<file path="config.mk">
export PLATFORM = sky130hd
export DESIGN_NAME = audio_source_mux
export DESIGN_NICKNAME = d
export VERILOG_FILES = /design/src/rtl/audio_source_mux_pkg.sv /design/src/rtl/audio_source_mux_gain.sv /design/src/rtl/audio_source_mux.sv
export SDC_FILE = /design/constraint.sdc
export NUM_CORES = 1
export LEC_CHECK = 0
export ABC_AREA = 1
export BUFFER_PORTS_ARGS = -buffer_cell sky130_fd_sc_hd__buf_2
export CAP_MARGIN = 20
export CORE_MARGIN = 3
export CORE_UTILIZATION = 25
export DETAILED_ROUTE_END_ITERATION = 12
export GPL_ROUTABILITY_DRIVEN = 0
export SETUP_SLACK_MARGIN = 0.15
export SYNTH_ARGS = -nofsm -noshare
export SYNTH_HDL_FRONTEND = slang
export SYNTH_SLANG_ARGS = --single-unit
</file>
<file path="constraint.sdc">
create_clock -name clk -period 12.2 [get_ports clk]
set_clock_uncertainty 0.2 [all_clocks]
set_input_delay 0.61 -clock clk [delete_from_list [all_inputs] [get_ports clk]]
set_output_delay 0.61 -clock clk [all_outputs]
set_load 0.005 [all_outputs]
</file>
<file path="src/rtl/audio_source_mux_pkg.sv">
// Shared definitions for the audio source mux: fader state encodings and default widths.
package audio_source_mux_pkg;

   localparam int SAMPLE_W_DEF  = 24;
   localparam int FADE_LOG2_DEF = 4;

   localparam logic [1:0] ST_MUTED    = 2'd0;
   localparam logic [1:0] ST_FADE_IN  = 2'd1;
   localparam logic [1:0] ST_RUN      = 2'd2;
   localparam logic [1:0] ST_FADE_OUT = 2'd3;

endpackage

</file>
<file path="src/rtl/audio_source_mux_gain.sv">
// Single-channel fader gain: (sample * gain) >>> FADE_LOG2, two's complement.
// Purely combinational, no latency; carries no flow control of its own.
module audio_gain
   import audio_source_mux_pkg::*;
#(
   parameter int SAMPLE_W  = SAMPLE_W_DEF,
   parameter int FADE_LOG2 = FADE_LOG2_DEF
) (
   input  logic [SAMPLE_W-1:0]  sample,
   input  logic [FADE_LOG2:0]   gain,
   output logic [SAMPLE_W-1:0]  scaled
);

   localparam int PW = SAMPLE_W + FADE_LOG2 + 1;

   logic signed [PW-1:0] sample_ext;
   logic signed [PW-1:0] gain_ext;
   logic signed [PW-1:0] product;

   // Gain is unsigned 0..2^FADE_LOG2, so zero-extend it before the signed multiply.
   assign sample_ext = {{(FADE_LOG2+1){sample[SAMPLE_W-1]}}, sample};
   assign gain_ext   = {{SAMPLE_W{1'b0}}, gain};
   assign product    = sample_ext * gain_ext;
   assign scaled     = SAMPLE_W'(product >>> FADE_LOG2);

endmodule

</file>
<file path="src/rtl/audio_source_mux.sv">
// Two-source stereo mux with frame-counted fade out/in on every source switch or mute.
// Latency 1 cycle accept-to-output; sources stall while the one-deep output is full and blocked.
module audio_source_mux
   import audio_source_mux_pkg::*;
#(
   parameter int SAMPLE_W  = SAMPLE_W_DEF,
   parameter int FADE_LOG2 = FADE_LOG2_DEF
) (
   input  logic                  clk,
   input  logic                  reset_n,
   input  logic [2*SAMPLE_W-1:0] src0_sample,
   input  logic                  src0_valid,
   output logic                  src0_ready,
   input  logic [2*SAMPLE_W-1:0] src1_sample,
   input  logic                  src1_valid,
   output logic                  src1_ready,
   input  logic                  sel,
   input  logic                  mute,
   output logic [2*SAMPLE_W-1:0] audio_out,
   output logic                  audio_out_valid,
   input  logic                  audio_full,
   output logic                  cur_sel,
   output logic                  busy
);

   localparam int GW = FADE_LOG2 + 1;
   localparam logic [GW-1:0] G_FULL = GW'(1 << FADE_LOG2);
   localparam logic [GW-1:0] G_ONE  = GW'(1);

   logic [1:0]            state;
   logic [GW-1:0]         g;
   logic                  can_load;
   logic                  src_rdy;
   logic                  src_vld;
   logic                  accept;
   logic                  abort;
   logic [2*SAMPLE_W-1:0] src_dat;
   logic [2*SAMPLE_W-1:0] scaled_dat;

   assign can_load   = !audio_out_valid || !audio_full;
   assign src_rdy    = (state != ST_MUTED) && can_load;
   assign src0_ready = src_rdy && !cur_sel;
   assign src1_ready = src_rdy && cur_sel;
   assign src_vld    = cur_sel ? src1_valid  : src0_valid;
   assign src_dat    = cur_sel ? src1_sample : src0_sample;
   assign accept     = src_rdy && src_vld;
   assign abort      = (sel != cur_sel) || mute;
   assign busy       = (state != ST_RUN);

   audio_gain #(.SAMPLE_W(SAMPLE_W), .FADE_LOG2(FADE_LOG2)) u_gain_left (
      .sample (src_dat[2*SAMPLE_W-1:SAMPLE_W]),
      .gain   (g),
      .scaled (scaled_dat[2*SAMPLE_W-1:SAMPLE_W])
   );

   audio_gain #(.SAMPLE_W(SAMPLE_W), .FADE_LOG2(FADE_LOG2)) u_gain_right (
      .sample (src_dat[SAMPLE_W-1:0]),
      .gain   (g),
      .scaled (scaled_dat[SAMPLE_W-1:0])
   );

   // While muted, keep the sink fed with silence whenever the register can take a frame.
   always_ff @(posedge clk or negedge reset_n) begin
      if (!reset_n) begin
         audio_out       <= '0;
         audio_out_valid <= 1'b0;
      end else if (accept) begin
         audio_out       <= scaled_dat;
         audio_out_valid <= 1'b1;
      end else if ((state == ST_MUTED) && can_load) begin
         audio_out       <= '0;
         audio_out_valid <= 1'b1;
      end else if (audio_out_valid && !audio_full) begin
         audio_out_valid <= 1'b0;
      end
   end

   always_ff @(posedge clk or negedge reset_n) begin
      if (!reset_n) begin
         state   <= ST_MUTED;
         g       <= '0;
         cur_sel <= 1'b0;
      end else begin
         case (state)
            ST_MUTED: begin
               g <= '0;
               if (!mute) begin
                  cur_sel <= sel;
                  state   <= ST_FADE_IN;
               end
            end
            ST_FADE_IN: begin
               if (accept) g <= g + G_ONE;
               if (abort) state <= ST_FADE_OUT;
               else if (accept && ((g + G_ONE) == G_FULL)) state <= ST_RUN;
            end
            ST_RUN: begin
               g <= G_FULL;
               if (abort) state <= ST_FADE_OUT;
            end
            ST_FADE_OUT: begin
               // Fade always completes; the g = 0 frame still passes as silence.
               if (g == '0) begin
                  cur_sel <= sel;
                  state   <= mute ? ST_MUTED : ST_FADE_IN;
               end else if (accept) begin
                  g <= g - G_ONE;
               end
            end
            default: state <= ST_MUTED;
         endcase
      end
   end

endmodule

</file>
## After elaboration in Yosys (flattened, before gate mapping)

Index checks and enable logic that the tools add are counted.

- Flip-flop bits (word level): 57
- Bits in latches: 0
- Bits in writable memories: 0
- Bits in read-only memories: 0
- Input bits: 103
- Output and inout bits: 53
- Word-level logic and storage cells: 64
- Memories kept: 0

- Add/sub/neg operators: 2
- Multiply operators: 2
- Div/mod/pow operators: 0
- $lt $le $gt $ge: 0
- Equal/unequal tests: 13
- Shift operators: 0
- Multiplexer cells: 21
- Bitwise operators: 0
- Reductions and logical operators: 21

Operators with widths:

| operator | number |
|---|---|
| $mux W48 | 3 |
| $mul A24 B6 Y28 | 2 |
| $pmux W5 S4 | 1 |
| $mux W5 | 3 |
| $ne A2 B2 Y1 const B | 7 |
| $mux W2 | 5 |
| $pmux W2 S4 | 1 |
| $logic_and A1 B1 Y1 | 7 |
| $mux W1 | 7 |
| $reduce_and A3 Y1 | 2 |
| $reduce_bool A2 Y1 | 3 |
| $add A5 B1 Y5 const B | 1 |
| $eq A5 B5 Y1 const B | 1 |
| $logic_not A5 Y1 | 1 |
| $sub A5 B1 Y5 const B | 1 |
| $eq A2 B2 Y1 const B | 2 |
| $reduce_and A4 Y1 | 1 |
| $logic_not A1 Y1 | 3 |
| $ne A3 B3 Y1 const B | 1 |
| $reduce_bool A3 Y1 | 1 |
| $eq A2 B1 Y1 const B | 1 |
| $logic_not A2 Y1 | 1 |
| $logic_or A1 B1 Y1 | 2 |
| $pmux W1 S2 | 1 |
| $ne A1 B1 Y1 | 1 |

## Longest topological paths before layout

Gate-level depths: netlist of the first run.

- Depth after elaboration: 8
- Gate-level depth with buffers: 24
- Mapped depth without buffers: 23

## By module

Synthesis of the first run repeated with hierarchy kept, for this count alone.

- Cell total of the unflattened synthesis: 2081
- Area, all modules: 12866.1 um^2

Modules (own cells, without submodules):

| module | times used | cells an instance | area each (um^2) | seq. area each (um^2) |
|---|---|---|---|---|
| audio_gain at u_gain_left | 1 | 812 | 4804.6 | 0.0 |
| audio_gain at u_gain_right | 1 | 797 | 4772.1 | 0.0 |
| audio_source_mux | 1 | 472 | 3289.4 | 1426.4 |

## Worst setup path before layout of the first run

Ideal clock, no wire load.

- Kind: register to register
- Start: register cur_sel
- End: register audio_out[46]
- Setup time: 0.117 ns
- Arrival: 4.140 ns
- Data required time: 11.883 ns
- Slack: 7.743 ns
- Stages on the path, launching flop included: 21
- Buffers on the path: 3
- Period minus slack after synthesis: 4.457 ns
- Path through: dfrtp_1 -> buf_6 -> buf_6 -> buf_2 -> mux2i_1 -> nor2_1 -> fa_1 -> fa_1 -> inv_1 -> fa_1 -> inv_1 -> ha_1 -> a21oi_1 -> a21boi_1 -> nand2_2 -> nand2_2 -> nand2_2 -> nand2_1 -> nand3_1 -> nand3_1 -> nand2_1

- Word-level cells in the longest chain between the ends: 3
- Elaborated cells between the ends (all ways): 6
- Classes of those cells: mul (1); mux (3); reduce/logical (2)

RTL lines:

| item | RTL line | source |
|---|---|---|
| from (decl) | audio_source_mux.sv:22 | `output logic cur_sel,` |
| from (signal assigned) | audio_source_mux.sv:88 | `cur_sel <= sel;` |
| from (signal assigned) | audio_source_mux.sv:104 | `cur_sel <= sel;` |
| $mux W48 or $mux W1 (tied branches) | audio_source_mux.sv:45, audio_source_mux.sv:44 |  |
| $mul A24 B6 Y28 or $logic_and A1 B1 Y1 (tied branches) | audio_source_mux_gain.sv:23, audio_source_mux.sv:46 |  |
| $mux W48 or $reduce_bool A2 Y1 (tied branches) | n/a |  |
| to (signal assigned) | audio_source_mux.sv:68 | `audio_out <= scaled_dat;` |
| to (decl) | audio_source_mux.sv:19 | `output logic [2*SAMPLE_W-1:0] audio_out,` |

Several ways; a longest one is shown, not always the timed one.
A chain may end at the register's enable or synchronous reset.

## Worst setup path in the final report of the first run

- Start: register g[1]
- End: register audio_out[34]

- Word-level cells in the longest chain between the ends: 2

RTL lines:

| item | RTL line | source |
|---|---|---|
| from (decl) | audio_source_mux.sv:31 | `logic [GW-1:0] g;` |
| from (signal assigned) | audio_source_mux.sv:93 | `if (accept) g <= g + G_ONE;` |
| from (signal assigned) | audio_source_mux.sv:107 | `g <= g - G_ONE;` |
| $mul A24 B6 Y28 | audio_source_mux_gain.sv:23 | `assign product = sample_ext * gain_ext;` |
| $mux W48 | audio_source_mux.sv:67 | `end else if (accept) begin` |

Every way passes these cells.

==> reports/metrics.csv, run 1 <==
metric,value,unit
pwr_density_cell,253,nW/um2
antenna_found_initial,0,
ys_async_sr_fraction,100,%
final-max-slew-violation-count,0,
arrival,5790,ps
cap_violations,0,
drt_iter0_drc,725,
reg2reg_slack,6490,ps
r2r_cells,19,
fmax,175,MHz
startpoint_type,flop,
critPathKind,reg2reg,
first_pass_iters,5,
syn_inst,1611,
synth_warnings,0,
htreeDepth,3,
antennaDiodeCount,0,
cp_slowest_stage_delay,740,ps
crit_path_top_delay_cell,clkinv_1,
num-nets-final,2093,
synth_compound_area_share,7.99,%
endpoint_kind,flop,
path_cells,clkinv_1 > buf_4 > nor2_1 > fa_1 > fa_1 > inv_1 > fa_1 > inv_1 > ha_1 > a21oi_1 > a21boi_1 > nand2_2 > nand2_2 > nand2_2 > nand2_1 > nand2_1 > nand2_1 > nand3_1 > nand2_1,
cts_root_buf,clkbuf_16,
syn_area,11400,um2
synth_edf_count,0,
syn_nets,1960,
n_fill_cell,4898,
power,0.00332,W
tritoncts,yes,
synth_fa_ha_area_share,36.2,%
clock_path_buffers,2,
clock_sinks,57,
synthDistinctLibCells,47,
status,"finished, final reports clean",
drcViolationCount,0,
routed_wirelength,35400,um
cp_top_family,adder cells,
r2r-start,g[1],
start_util,25.6,%
ys_ff_latch,57,
viasPerCell,4.56,
path_clk_slew,60,ps
worstMarginPinSlew,936,ps
ys_seq_area_share,12.5,%
cts.hold.buffers_added,0,
ant_nets,0,
grt_pass1_vias,11100,
dp_hpwl,29900,um
ff_latch_area,1430,um2
crit_required,12280,ps
timing.final.crit_share,46.8,%
grtUsageTotal,15.2,%
reg2reg_to,audio_out[34],
crit_path_frequent_cell,nand2_1,
area_growth,14.8,%
worstPathMaxFanout,24,
synth_top_flop_cell,dfrtp_1,
relSlewSlack,37.6,%
port_buffers,155,
ir_drop,95.2,uV
synth_xor_area_share,1.38,%
core,44600,um2
ios,156,
critical_path_buf_inv_count,4,
yosys.area_share.simple,25.7,%
grt_pass1_wl,58100,um
wl_per_cell,15.1,um
synth_top_family_by_area,adder cells,
die_area,48200,um2
post_cts_buffers,0,
ctsResizeCount,0,
numCtsBuffers,9,
die_x,220,um
fin_crit,5710,ps
rows,77,
yosys-mux-area-fraction,3.68,%
syn_avg_cell_area,7.08,um2
hp-class,in2async,
drive_gt1_share,12.2,%
leakage,7.29,nW
setup_viol,0,
clk_latency,340,ps
hold_viol,0,
grt-ovfl-total,0,
grt_max_degree,58,
fp.dieH,220,um
multi_input_area,8560,um2
num_vias,10700,
rsz0062_at_grt,false,
tns,0,ps
## cell families after synthesis
group	count (synthesis)
compound gates	161
mux	42
flops	57
buf+inv	369
simple gates	718
xor+xnor	18
fa+ha+maj	246
## worst reg2reg max path: cells and delay by family, from the launching register on
family          cells  cell delay [ps]
fa+ha+maj           4             1840
buf+inv             4             1350
flops               1              610
compound gates      2              660
simple gates        9             1010
## layout by cell type, fill, tap and decap left out, drive strengths merged
cell and instances:
o22ai 2, a21o 4, o21a 2, bufinv 1, ha 106, and2 3, clkinv 5, a22oi 1
fa 140, clkbuf 9, buf 163, nor2 294, a21oi 70, xor2 7, o21bai 5, a21boi 1
nand3b 5, clkinvlp 2, o221ai 1, nand3 63, nor4 2, or2 9, a22o 2, inv 327
o21ai 66, o211ai 2, nand2 317, xnor2 11, dfrtp 57, nand4 10, mux2i 42, a32o 5
nor3 15
## sequential cells by signal, indices dropped and copies added, names as in the netlist
signal           flops
audio_out           48
g                    5
state                2
audio_out_valid      1
cur_sel              1
## per-layer routing
metal  vias to the layer above  wire length, um  GRT usage, %
met4                         0              769          3.63
met3                        43             1810          2.00
met2                       307            18300          28.2
met5                         -                0             0
li1                       5204                -             -
met1                      5116            14600          18.4
## worst max path at each step
stage	cells past startpoint	slack [ps]	startpoint	endpoint
after floorplan	20	7740	cur_sel	audio_out[46]
after global placement	19	6570	g[1]	audio_out[34]
after detailed placement	19	6510	g[1]	audio_out[34]
after CTS	19	6510	g[1]	audio_out[34]
after global routing	19	6190	g[1]	audio_out[46]
final	19	6490	g[1]	audio_out[34]
## layout make-up
| cell class | count | area share, % |
|---|---|---|
| multi-input combinational | 1185 | 65.3 |
| sequential | 57 | 10.9 |
| inverter | 328 | 9.43 |
| timing repair buffer | 163 | 6.38 |
| tap | 592 | 5.65 |
| clock buffer | 9 | 1.72 |
| clock inverter | 7 | 0.611 |
## power breakdown
part | total (W) | switching [W] | internal [W]
Combinational | 0.00271 | 0.00176 | 0.000950
Clock | 0.000261 | 0.000101 | 0.000160
Sequential | 0.000353 | 0.0000905 | 0.000263
Total | 0.00332 | 0.00195 | 0.00137
## cell usage after synthesis, types with 14 or more instances
master / number / area share (%)
inv_1: 322 / 11
nand2_1: 305 / 10
nor2_1: 293 / 9.6
fa_1: 140 / 25
ha_1: 106 / 12
a21oi_1: 67 / 2.9
nand3_1: 60 / 2.6
dfrtp_1: 57 / 13
o21ai_0: 56 / 2.5
mux2i_1: 42 / 3.7
clkbuf_1: 24 / 0.79
nor3_1: 14 / 0.61
## through the flow
step	util, %	cell area (um2)	hold slack (ps)	setup WS, ps	std cells
global placement	28.7	12800	258	6570	2325
global route	29.4	13100	280	6190	2341
detailed placement	28.7	12800	262	6510	2325
finish	29.4	13100	210	6490	2341
floorplan	-	11400	114	7740	1611
CTS	29.4	13100	245	6510	2341
No activity file was read; power rests on OpenSTA's default activity.
==> inputs of run 2 (changes only) <==
Clock period 12.2 ns to 5.8 ns, I/O delays scaled along.
==> reports/metrics.csv, run 2 (synthesis gave the netlist of run 1 again) <==
metric,value,unit,change
drive_gt1_share,13.7,%,+1.5 points
critPathKind,reg2reg,,
startpoint_type,flop,,
grt_max_degree,58,,unchanged
core,44600,um2,unchanged
hold_slack,28.5,ps,-182 ps
htreeDepth,3,,unchanged
crit_required,5820,ps,-6460 ps
final-max-slew-violation-count,0,,unchanged
cp_slowest_stage_delay,640,ps,-100 ps
regMostFlops,audio_out,,
ir_drop,195,uV,+100%
hold_path_depth,3,,
arrival,5340,ps,-450 ps
cap_violations,0,,unchanged
port_buffers,155,,unchanged
crit_path_top_delay_cell,dfrtp_4,,
grt-ovfl-total,0,,unchanged
path_clk_slew,50,ps,about the same
viasPerCell,4.65,,+1.9%
wl_per_cell,15.7,um,+3.9%
path_cells,buf_4 > mux2i_2 > nor2_1 > fa_1 > fa_1 > inv_1 > fa_1 > inv_1 > ha_1 > a21oi_1 > a21boi_1 > nand2_2 > nand2_2 > nand2_2 > o21ai_0 > nand2_1,,
routed_wirelength,37300,um,+5.2%
die_area,48200,um2,unchanged
n_fill_cell,4857,,-0.84%
clk_latency,360,ps,+20 ps
largest_register_ffs,48,,unchanged
area_growth,17.2,%,
endpoint_kind,flop,,
clock_path_buffers,2,,unchanged
drcViolationCount,0,,unchanged
hp-class,in2reg,,
rows,77,,unchanged
die_x,220,um,unchanged
worstMarginPinSlew,784,ps,-152 ps
dp_hpwl,30700,um,+2.8%
clock_sinks,57,,unchanged
r2r_cells,16,,-3
layout_commonest_cell,inv_1,,
leakage,7.45,nW,+2.1%
grt_pass1_wl,59600,um,+2.6%
dpl_cell_area,13000,um2,+1.5%
fin_crit,5320,ps,-389 ps
pwr_density_cell,538,nW/um2,+110%
fmax,188,MHz,+7.3%
antenna_found_initial,0,,unchanged
hold_viol,0,,unchanged
worstPathMaxFanout,12,,-50%
stdcell_count,2369,,+1.2%
tritoncts,yes,,
rsz0062_at_grt,false,,
ios,156,,unchanged
reg_top3,"audio_out x48, g x5, state x2",,
numCtsBuffers,9,,unchanged
cts_root_buf,clkbuf_16,,
start_util,25.6,%,unchanged
fp.dieH,220,um,unchanged
power,0.00720,W,+120%
num_vias,11000,,+3.2%
drt_iter0_drc,796,,+9.8%
status,"finished, final reports clean",,
most-common-layout-cells,"inv_1 (322), nand2_1 (305), nor2_1 (293)",,
timing.final.crit_share,91.8,%,+45 points
first_pass_iters,5,,unchanged
setup_viol,0,,unchanged
finalInstanceArea,13400,um2,+2.1%
grtUsageTotal,15.7,%,+0.56 points
ant_nets,0,,unchanged
dp.cells,2351,,+1.1%
antennaDiodeCount,0,,unchanged
relSlewSlack,47.7,%,+10 points
grt_pass1_vias,11400,,+2.8%
num-nets-final,2122,,+1.4%
==> run 2: routing by layer <==
layer | part of all wire (%) | vias up | track usage [%] | wire length [um]
li1 | - | 5261 | - | -
met1 | 41 | 5312 | 19.1 | 15300
met2 | 50 | 356 | 28.7 | 18700
met3 | 5.5 | 79 | 2.22 | 2040
met4 | 3.1 | 0 | 4.85 | 1140
met5 | 0 | - | 0 | 0
==> run 2: power by group <==
part / internal, W / leakage (nW) / switching (W)
Sequential: 0.000554 / 0.742 / 0.000131
Combinational: 0.00209 / 6.55 / 0.00383
Clock: 0.000376 / 0.158 / 0.000209
Total: 0.00302 / 7.45 / 0.00417
==> run 2: layout make-up <==
type	instances	area, um2	share of cell area, %
Multi-Input combinational cell	1185	8570	64.0
Sequential cell	57	1430	10.7
Clock buffer	13	280	2.09
Inverter	328	1240	9.24
Timing Repair Buffer	192	1090	8.14
Tap cell	592	741	5.54
Clock inverter	2	35.0	0.262
==> run 2: path summary, 6_finish.rpt <==
path	from	end	slack [ps]
max in group asynchronous	reset_n	cur_sel	4380
setup reg to reg	cur_sel	audio_out[30]	480
min in group asynchronous	reset_n	audio_out[36]	410
setup / recovery	cur_sel	audio_out[30]	480
hold reg to reg	audio_out[10]	audio_out[10]	270
hold / removal	sel	cur_sel	30
==> run 2: worst max-delay path, delay by kind of cell (launching register included) <==
family | cells | cell delay [ps]
AOI/OAI and AO/OA | 3 | 1030
muxes | 1 | 440
buffers and inverters | 3 | 320
adders and majority gates | 4 | 1870
and+or+nand+nor | 5 | 630
DFF | 1 | 640
==> run 2: metrics by stage <==
| stage | utilization (%) | setup WS [ps] | setup TNS, ps |
|---|---|---|---|
| floorplan | - | 1340 | 0 |
| global placement | 29.1 | 20.1 | 0 |
| detailed placement | 29.1 | -11.1 | -11.1 |
| CTS | 29.9 | 171 | 0 |
| global route | 30.0 | 208 | 0 |
| finish | 30.0 | 477 | 0 |
==> run 2: what timing repair did <==
item | 4_1_cts | 5_1_grt
buffers inserted | 1 | 1
hold buffers | 1 | 0
endpoints found under the setup margin | 1 | 2
gates cloned | 0 | 0
pin swaps | 0 | 0
hold endpoints to repair | 57 | 0
resized for setup | 0 | 3
==> inputs of run 3 (changes only) <==
Settings changed: RECOVER_POWER set to 100.
==> reports/metrics.csv, run 3 (synthesis gave the netlist of run 1 again) <==
metric,value,unit,change
switching_power,0.00415,W,-0.65%
routed_wirelength,37200,um,-0.23%
worstMarginPinSlew,3260,ps,+2480 ps
largest_register_ffs,48,,unchanged
grt_pass1_wl,59600,um,unchanged
wl_per_cell,15.7,um,-0.23%
pwr_density_cell,537,nW/um2,-0.24%
timing.final.crit_share,93.7,%,+2.0 points
stdcell_count,2369,,unchanged
critPathKind,reg2reg,,
port_buffers,155,,unchanged
tns,0,ps,unchanged
fmax,184,MHz,-2.1%
p_int,0.00298,W,-1.5%
hp-class,in2reg,,
grtUsageTotal,15.7,%,unchanged
antenna_found_initial,0,,unchanged
num_vias,10900,,-1.0%
htreeDepth,3,,unchanged
fp.dieH,220,um,unchanged
die_x,220,um,unchanged
area_growth,16.4,%,
drive_gt1_share,10.8,%,-2.9 points
fin_crit,5440,ps,+114 ps
hold_slack,23.9,ps,-4.62 ps
dp.cells,2351,,unchanged
ir_drop,197,uV,+0.89%
drt_iter0_drc,742,,-6.8%
final-max-slew-violation-count,79,,+79
violations,"max-capacitance violations, max-slew violations",,
start_util,25.6,%,unchanged
grt_max_degree,58,,unchanged
relSlewSlack,-117,%,-170 points
cts_root_buf,clkbuf_16,,
clock_sinks,57,,unchanged
most-common-layout-cells,"inv_1 (324), nand2_1 (307), nor2_1 (293)",,
arrival,5450,ps,+110 ps
p_clk_share,8.2,%,about the same
reg_top3,"audio_out x48, g x5, state x2",,
grt-ovfl-total,0,,unchanged
drcViolationCount,0,,unchanged
die_area,48200,um2,unchanged
grt_pass1_vias,11400,,unchanged
viasPerCell,4.60,,-1.0%
hold_viol,0,,unchanged
worstPathMaxFanout,12,,unchanged
status,"complete, but fails checks",,
tritoncts,yes,,
ios,156,,unchanged
ant_nets,0,,unchanged
clock_path_buffers,2,,unchanged
leakage,7.28,nW,-2.3%
swShare,58.2,%,+0.20 points
endpoint_kind,flop,,
core,44600,um2,unchanged
path_clk_slew,50,ps,about the same
startpoint_type,flop,,
layout_commonest_cell,inv_1,,
rows,77,,unchanged
regMostFlops,audio_out,,
n_fill_cell,4869,,+0.25%
numCtsBuffers,9,,unchanged
cap_violations,2,,+2
setup_viol,0,,unchanged
clk_latency,360,ps,about the same
p_comb_share,82.2,%,-0.2 points
dp_slack,-11.1,ps,unchanged
setup_slack,363,ps,-114 ps
num-nets-final,2122,,unchanged
pwr-share-seq,9.6,%,about the same
antennaDiodeCount,0,,unchanged
crit_required,5820,ps,about the same
rsz0062_at_grt,false,,
dp_hpwl,30700,um,unchanged
first_pass_iters,5,,unchanged
run 3: critical path, stage by stage, from the launching register on:
cell	delay, ps
dfrtp_4	630
buf_4	220
mux2i_2	440
nor2_1	120
fa_1	510
fa_1	560
inv_1	50
fa_1	470
inv_1	40
ha_1	330
a21oi_1	230
a21boi_1	380
nand2_1	250
nand2_1	180
nand2_2	110
o21ai_0	440
nand2_1	100
run 3: worst paths after layout:
kind	startpoint	to	slack [ps]	cells after the start
max	cur_sel	audio_out[30]	360	16
min	sel	cur_sel	20	3
max reg2reg	cur_sel	audio_out[30]	360	16
max in group asynchronous	reset_n	cur_sel	1650	3
min in group asynchronous	reset_n	audio_out[36]	1440	3
min reg2reg	audio_out[10]	audio_out[10]	270	2
run 3: power groups by stage:
stage	registers (W)	clock network (W)	logic (W)
2_1_floorplan	0.000646	0	0.00412
3_3_place_gp	0.000730	0	0.00575
3_5_place_dp	0.000732	0	0.00581
4_1_cts	0.000703	0.000600	0.00591
5_1_grt	0.000708	0.000620	0.00669
6_report	0.000686	0.000583	0.00586
run 3: layout make-up:
| cell class | count | area, um2 | area share [%] |
|---|---|---|---|
| Multi-Input combinational cell | 1185 | 8530 | 64.3 |
| Sequential cell | 57 | 1430 | 10.8 |
| Inverter | 328 | 1240 | 9.31 |
| Timing Repair Buffer | 192 | 1020 | 7.70 |
| Tap cell | 592 | 741 | 5.58 |
| Clock buffer | 13 | 280 | 2.11 |
| Clock inverter | 2 | 35.0 | 0.264 |
run 3: through the flow:
stage	total power (W)	utilization (%)	area [um2]
CTS	0.00722	29.9	13300
floorplan	0.00476	-	11400
finish	0.00712	29.8	13300
detailed placement	0.00654	29.1	13000
global placement	0.00648	29.1	13000
global route	0.00802	29.8	13300
run 3: repair_timing:
| action | 4_1_cts | 5_1_grt |
|---|---|---|
| setup endpoints to repair | 1 | 2 |
| pin swaps | 0 | 0 |
| endpoints found under the hold margin | 57 | 0 |
| buffers inserted | 1 | 1 |
| resized for setup | 0 | 3 |
| hold buffers | 1 | 0 |
run 3: metal layers:
metal  track usage (%)  share of wire [%]
met5                 0                  0
met3              2.22                5.5
met2              28.7                 51
met1              19.1                 41
met4              4.85                2.8
